**src/rtl/axil_pkg.sv**
```systemverilog
// Shared constants for the AXI4-Lite register-slice wrapper: response codes
// and the bit position of each channel inside the PAYMASK slice-enable vector.
package axil_pkg;

    localparam logic [1:0] RESP_OKAY   = 2'b00;
    localparam logic [1:0] RESP_EXOKAY = 2'b01;
    localparam logic [1:0] RESP_SLVERR = 2'b10;
    localparam logic [1:0] RESP_DECERR = 2'b11;

    localparam int CH_AW = 0;
    localparam int CH_W  = 1;
    localparam int CH_B  = 2;
    localparam int CH_AR = 3;
    localparam int CH_R  = 4;

endpackage

```
**src/rtl/axil_skid_slice.sv**
```systemverilog
// Two-entry skid register slice for one valid/ready channel.
// The output register carries the beat currently presented downstream; the skid
// register catches the one beat that can arrive in the cycle the output stalls,
// because the upstream only sees the registered ready one cycle late.
module axil_skid_slice #(
    parameter int W = 32
) (
    input  logic         i_clk,
    input  logic         i_rst,
    input  logic         in_valid,
    input  logic [W-1:0] in_data,
    output logic         in_ready,
    output logic         out_valid,
    output logic [W-1:0] out_data,
    input  logic         out_ready
);

    logic         out_valid_q, out_valid_d;
    logic [W-1:0] out_data_q,  out_data_d;
    logic         skid_valid_q, skid_valid_d;
    logic [W-1:0] skid_data_q,  skid_data_d;
    logic         ready_q,     ready_d;
    logic         in_fire;
    logic         out_fire;

    assign in_fire  = in_valid & ready_q;
    assign out_fire = out_valid_q & out_ready;

    assign in_ready  = ready_q;
    assign out_valid = out_valid_q;
    assign out_data  = out_data_q;

    // Next-state: refill the output register from skid first, else from input; park a beat in skid on stall.
    always_comb begin
        out_valid_d  = out_valid_q;
        out_data_d   = out_data_q;
        skid_valid_d = skid_valid_q;
        skid_data_d  = skid_data_q;
        if (!out_valid_q || out_fire) begin
            if (skid_valid_q) begin
                out_valid_d  = 1'b1;
                out_data_d   = skid_data_q;
                skid_valid_d = 1'b0;
            end else begin
                out_valid_d = in_fire;
                if (in_fire) begin
                    out_data_d = in_data;
                end
            end
        end else if (in_fire) begin
            skid_valid_d = 1'b1;
            skid_data_d  = in_data;
        end
        ready_d = !skid_valid_d;
    end

    // State registers; reset empties both entries and holds ready low until the first edge after release.
    always_ff @(posedge i_clk or negedge i_rst) begin
        if (!i_rst) begin
            out_valid_q  <= 1'b0;
            out_data_q   <= '0;
            skid_valid_q <= 1'b0;
            skid_data_q  <= '0;
            ready_q      <= 1'b0;
        end else begin
            out_valid_q  <= out_valid_d;
            out_data_q   <= out_data_d;
            skid_valid_q <= skid_valid_d;
            skid_data_q  <= skid_data_d;
            ready_q      <= ready_d;
        end
    end

endmodule

```
**src/rtl/axil_if.sv**
```systemverilog
// AXI4-Lite pass-through / register-slice wrapper.
// Each of the five channels is either a plain wire or a skid slice, chosen by
// its bit in PAYMASK. Payload fields of a channel are packed into one vector
// so a single slice instance carries them together.
module axil_if
    import axil_pkg::*;
#(
    parameter int         N       = 4,
    parameter int         A       = 32,
    parameter logic [4:0] PAYMASK = 5'b01101
) (
    input  logic           i_clk,
    input  logic           i_rst,

    input  logic           s_awvalid,
    input  logic [A-1:0]   s_awaddr,
    output logic           s_awready,
    input  logic           s_wvalid,
    input  logic [8*N-1:0] s_wdata,
    input  logic [N-1:0]   s_wstrb,
    output logic           s_wready,
    output logic           s_bvalid,
    output logic [1:0]     s_bresp,
    input  logic           s_bready,
    input  logic           s_arvalid,
    input  logic [A-1:0]   s_araddr,
    output logic           s_arready,
    output logic           s_rvalid,
    output logic [8*N-1:0] s_rdata,
    output logic [1:0]     s_rresp,
    input  logic           s_rready,

    output logic           m_awvalid,
    output logic [A-1:0]   m_awaddr,
    input  logic           m_awready,
    output logic           m_wvalid,
    output logic [8*N-1:0] m_wdata,
    output logic [N-1:0]   m_wstrb,
    input  logic           m_wready,
    input  logic           m_bvalid,
    input  logic [1:0]     m_bresp,
    output logic           m_bready,
    output logic           m_arvalid,
    output logic [A-1:0]   m_araddr,
    input  logic           m_arready,
    input  logic           m_rvalid,
    input  logic [8*N-1:0] m_rdata,
    input  logic [1:0]     m_rresp,
    output logic           m_rready
);

    localparam int WW = 8*N + N;
    localparam int RW = 8*N + 2;

    // Write address channel, upstream to downstream.
    if (PAYMASK[CH_AW]) begin : g_aw_slice
        axil_skid_slice #(.W(A)) u_aw (
            .i_clk     (i_clk),
            .i_rst     (i_rst),
            .in_valid  (s_awvalid),
            .in_data   (s_awaddr),
            .in_ready  (s_awready),
            .out_valid (m_awvalid),
            .out_data  (m_awaddr),
            .out_ready (m_awready)
        );
    end else begin : g_aw_wire
        assign m_awvalid = s_awvalid;
        assign m_awaddr  = s_awaddr;
        assign s_awready = m_awready;
    end

    // Write data channel, upstream to downstream; data and strobe travel as one payload.
    if (PAYMASK[CH_W]) begin : g_w_slice
        logic [WW-1:0] w_out;
        axil_skid_slice #(.W(WW)) u_w (
            .i_clk     (i_clk),
            .i_rst     (i_rst),
            .in_valid  (s_wvalid),
            .in_data   ({s_wdata, s_wstrb}),
            .in_ready  (s_wready),
            .out_valid (m_wvalid),
            .out_data  (w_out),
            .out_ready (m_wready)
        );
        assign {m_wdata, m_wstrb} = w_out;
    end else begin : g_w_wire
        assign m_wvalid = s_wvalid;
        assign m_wdata  = s_wdata;
        assign m_wstrb  = s_wstrb;
        assign s_wready = m_wready;
    end

    // Write response channel, downstream to upstream; response code passes untouched.
    if (PAYMASK[CH_B]) begin : g_b_slice
        axil_skid_slice #(.W(2)) u_b (
            .i_clk     (i_clk),
            .i_rst     (i_rst),
            .in_valid  (m_bvalid),
            .in_data   (m_bresp),
            .in_ready  (m_bready),
            .out_valid (s_bvalid),
            .out_data  (s_bresp),
            .out_ready (s_bready)
        );
    end else begin : g_b_wire
        assign s_bvalid = m_bvalid;
        assign s_bresp  = m_bresp;
        assign m_bready = s_bready;
    end

    // Read address channel, upstream to downstream.
    if (PAYMASK[CH_AR]) begin : g_ar_slice
        axil_skid_slice #(.W(A)) u_ar (
            .i_clk     (i_clk),
            .i_rst     (i_rst),
            .in_valid  (s_arvalid),
            .in_data   (s_araddr),
            .in_ready  (s_arready),
            .out_valid (m_arvalid),
            .out_data  (m_araddr),
            .out_ready (m_arready)
        );
    end else begin : g_ar_wire
        assign m_arvalid = s_arvalid;
        assign m_araddr  = s_araddr;
        assign s_arready = m_arready;
    end

    // Read data channel, downstream to upstream; data and response travel as one payload.
    if (PAYMASK[CH_R]) begin : g_r_slice
        logic [RW-1:0] r_out;
        axil_skid_slice #(.W(RW)) u_r (
            .i_clk     (i_clk),
            .i_rst     (i_rst),
            .in_valid  (m_rvalid),
            .in_data   ({m_rdata, m_rresp}),
            .in_ready  (m_rready),
            .out_valid (s_rvalid),
            .out_data  (r_out),
            .out_ready (s_rready)
        );
        assign {s_rdata, s_rresp} = r_out;
    end else begin : g_r_wire
        assign s_rvalid = m_rvalid;
        assign s_rdata  = m_rdata;
        assign s_rresp  = m_rresp;
        assign m_rready = s_rready;
    end

endmodule

```
**config.mk**
```make
export PLATFORM = sky130hd
export DESIGN_NAME = axil_if
export DESIGN_NICKNAME = d
export VERILOG_FILES = /design/src/rtl/axil_pkg.sv /design/src/rtl/axil_skid_slice.sv /design/src/rtl/axil_if.sv
export SDC_FILE = /design/constraint.sdc
export NUM_CORES = 1
export LEC_CHECK = 0
export CAP_MARGIN = 20
export CORE_UTILIZATION = 43
export CTS_CLUSTER_DIAMETER = 120
export DETAILED_ROUTE_END_ITERATION = 7
export PLACE_DENSITY = 0.87
export SETUP_SLACK_MARGIN = 0.2
export SLEW_MARGIN = 40
export SYNTH_ARGS = -nofsm -noshare
export SYNTH_HDL_FRONTEND = slang
export SYNTH_SLANG_ARGS = --single-unit
```
**constraint.sdc**
```tcl
create_clock -name i_clk -period 1.7 [get_ports i_clk]
set_input_delay 0.34 -clock i_clk [delete_from_list [all_inputs] [get_ports i_clk]]
set_output_delay 0.34 -clock i_clk [all_outputs]
set_load 0.03 [all_outputs]
```
==> results <==
- Setup violations remaining at the end of the flow were counted as 0.
- The overall global routing resource usage is 0.173.
- The placed wire-length estimate after detailed placement is 9460 um.
- The number of endpoints with negative hold slack in the final report was 0.
- Setup slack on the critical path of the routed design comes to 0.256 ns.
- The via total after detailed routing is 3831.
- In this run the worst path has a maximum fanout of 3.
- The static leakage is 3.96 nW.
- The initial utilization of the core area, before any placement, comes to 0.443.
- The synthesized area per cell is 15.5 um^2.
- By area the synthesized netlist is led by dfrtp_1 (50%), mux2_4 (18%), mux2_2 (18%).
- The number of antenna violations at the first check in global routing came to 0.
- The number of antenna diodes in the final layout is 0.
- For the finished layout, the period the worst path requires is 1.44 ns.
- The floorplan step defined a core boundary enclosing 0.0159 mm^2.
- The Yosys step of the flow raised 0 warnings.
- The maximum root-to-sink buffer count is 2.
- The placed instance count is 744.
- The floorplan die height is 130 um.
- The number of buffers and inverters on the critical path is 1.
- The top achievable clock speed is 0.692 GHz.
- The share of the Yosys chip area taken by registers is 0.499.
- The post-detailed-routing wire length is 13900 um.
- For this run the aggregate overflow at the end of global routing stands at 0.
- The run finished with clean final reports.
- The signal on the critical path passes through clkdlybuf4s15_2.
- The largest delay contributor family on the critical path is flip-flops.
- Headroom to the max-slew limit came out at 0.734.
- The finished layout cell area is 0.00882 mm^2.
- The worst reg-to-reg path cell count is 3.
- In this run the horizontal extent of the chip is 130 um.
- For this run, asynchronously set or reset flops after synthesis account for 1.00.
- The worst-case IR drop observed on VDD is 0.930 mV.
- The post-CTS clock slew at the launch and capture registers of the worst setup and hold paths is 0.06 ns.
- For this design, the slowest cell found on the critical path is dfrtp_1.
- The synthesized design contains 141 register bits.
- The setup path with the least slack is of type register to output port.
- The area of all sequential standard cells is 0.00353 mm^2.
- The tightest min-delay check is of the primary input to asynchronous set/reset pin type.
- The post-synthesis mux area share is 0.361.
- Power spread over the standard cell area amounts to 1470 mW/mm^2.
- Using the TritonRoute via totals, the vias-per-cell ratio works out to 4.94.
- The commonest cells after synthesis are dfrtp_1 (141), mux2_2 (112), mux2_4 (86), buf_4 (74), buf_6 (18).
- The main combinational cell family by area after synthesis is multiplexers.
- The total placed instance area is 0.00825 mm^2.
- The worst setup path is launched from a register.
- The stage delay of the slowest cell on the critical path is 0.40 ns.
- The net count reported at finish is 696.
- The first global-routing pass estimated 22300 um of wire.
- The worst setup slack after placement is -0.119 ns.
- The number of logic stages on the critical path including buffering is 1.
- The worst hold slack across all endpoints is 0.426 ns.
- The share of synthesized area in the top cell type comes to 0.499.
- Summing all multi-input logic gate instances after layout gives 0.00274 mm^2.
- The non-filler instance count after layout is 776.
- After layout, the design draws a total of 13.0 mW.
- The number of violations reported at the end of detailed-routing iteration 0 is 101.
- The level count of the clock H-tree is 4.
- The slew at the pin with the worst max-slew slack is 0.399 ns.
- Clock tree synthesis inserted a total of 17 buffers.
- The TritonCTS clock tree is built.
- The simple logic cell fraction of the synthesized area is 0.0211.
- The predominant post-synthesis flop cell is dfrtp_1.
- The ratio of cells with drive above 1 in the final layout is 0.591.
- The number of nets still failing antenna checks after routing is 0.
- The cell at the root of the clock tree is clkbuf_16.
- The area growth from synthesis to layout is 24.8%.
- Of all cell types, the one taking the most synthesized area is dfrtp_1.
- The post-synthesis net count is 605.
- The worst endpoint data arrival time is 1.10 ns.
- Entering global routing, the biggest net connects 47 pins.
- Dividing the detail-routed wire length by the instance count gives 17.9 um.
- In this run the tool buffered the top-level ports with 145 buffer cells.
- The count of fill cells added during filler insertion is 1273.
- Yosys mapped a number of flops with a built-in enable equal to 0.
- The number of global-route vias before repair was 4305.
- The post-synthesis compound-gate area fraction was 0.00531.
- Setup repair after global routing left no endpoint under its margin.
- For the final database, setup skew stands at 0.00868 ns.
- The final-report max-slew violation count came to 0.
- The congestion estimate from routability-driven global placement came to 0.723.
- The clock reaches the later pin of the worst-skew pair after 0.41 ns.
- The adder-cell share of the synthesized area is 0.
- The die covers 0.0169 mm^2.
- The number of placement rows is 46.
- The nature of the critical path endpoint is an output port.
- The count of clock tree sinks is 141.
- Yosys instantiated no cell more often than dfrtp_1.
- The post-synthesis instance area is 0.00706 mm^2.
- For this run, design rule violations remaining after detail routing come to 0.
- The final clock period utilization by the worst path is 0.850.
- The number of primary I/O pins is 294.
- Synthesis handed over a netlist of 457 instances.
- Of the total synthesized cell area, the portion taken by XOR and XNOR cells is 0.
- Max-cap violations in this run came to 0.
- The number of detailed-routing iterations run before antenna repair is 4.
- The netlist uses 17 different library cells.
- For the worst setup path, the data required time is 1.36 ns.
area by class of cell:
cell class / instances / share of cell area
clock buffer: 19 / 0.0502
clock inverter: 12 / 0.0166
inverter: 3 / 0.00128
multi-input combinational: 219 / 0.311
sequential: 141 / 0.401
tap: 216 / 0.0307
timing repair buffer: 166 / 0.190
layout by cell type, fill, tap and decap left out, types with 3 or more instances in the layout:
cell type          n
nand2_1            3
nand2b_1           6
buf_4             11
clkdlybuf4s15_2   51
inv_1              3
mux2_2           112
bufinv_16          3
clkinv_2           5
clkbuf_16         17
clkbuf_2          18
buf_2              3
mux2_4            86
buf_12             8
dfrtp_1          139
clkdlybuf4s50_1   72
clkinvlp_4         3
metal layers:
metal / vias up / global-route usage / wire length, um
li1: 1696 / - / -
met1: 1936 / 0.198 / 5550
met2: 142 / 0.288 / 6900
met3: 57 / 0.0636 / 1020
met4: 0 / 0.0752 / 393
met5: - / 0 / 0
repair_timing:
action	4_1_cts	5_1_grt
endpoints found under the setup margin	72	39
hold buffers	1	0
gates resized for setup	200	23
buffers inserted	0	0
endpoints found under the hold margin	37	0
power breakdown:
group          switching, mW  internal, mW
clock network           1.38          2.32
logic                   2.05          2.25
registers              0.593          4.36
total                   4.02          8.93
logic make-up after synthesis:
kind of cell,after synthesis
muxes,198
DFF,141
buffers and inverters,97
and+or+nand+nor,18
AOI/OAI and AO/OA,3
per-stage QoR:
stage          setup TNS (ns)  utilization
4_1_cts                     0        0.559
3_5_place_dp            -7.83        0.518
2_1_floorplan               0            -
5_1_grt                     0        0.553
3_3_place_gp            -4.71        0.518
6_report                    0        0.553
registers in the layout, summed over array words and instances, names as in the netlist, 2 cells and up:
name / count
g_aw_slice.u_aw.out_data: 32
g_b_slice.u_b.skid_data_q: 2
g_b_slice.u_b.out_data: 2
g_aw_slice.u_aw.skid_data_q: 32
g_ar_slice.u_ar.skid_data_q: 32
g_ar_slice.u_ar.out_data: 32
final timing paths:
kind | start | end | slack (ns)
hold reg to reg | g_aw_slice.u_aw.skid_data_q[1]$_DFFE_PN0P_ | g_aw_slice.u_aw.skid_data_q[1]$_DFFE_PN0P_ | 0.50
max in group asynchronous | i_rst | g_ar_slice.u_ar.in_ready$_DFF_PN0_ | 0.68
hold / removal | i_rst | g_aw_slice.u_aw.out_valid$_DFFE_PN0P_ | 0.43
setup reg to reg | g_aw_slice.u_aw.skid_valid_q$_DFF_PN0_ | g_aw_slice.u_aw.out_data[15]$_DFFE_PN0P_ | 0.26
min in group i_clk | g_aw_slice.u_aw.skid_data_q[1]$_DFFE_PN0P_ | g_aw_slice.u_aw.skid_data_q[1]$_DFFE_PN0P_ | 0.50
setup / recovery | g_aw_slice.u_aw.out_valid$_DFFE_PN0P_ | m_awvalid | 0.26
(Power assumes the default switching activity.)
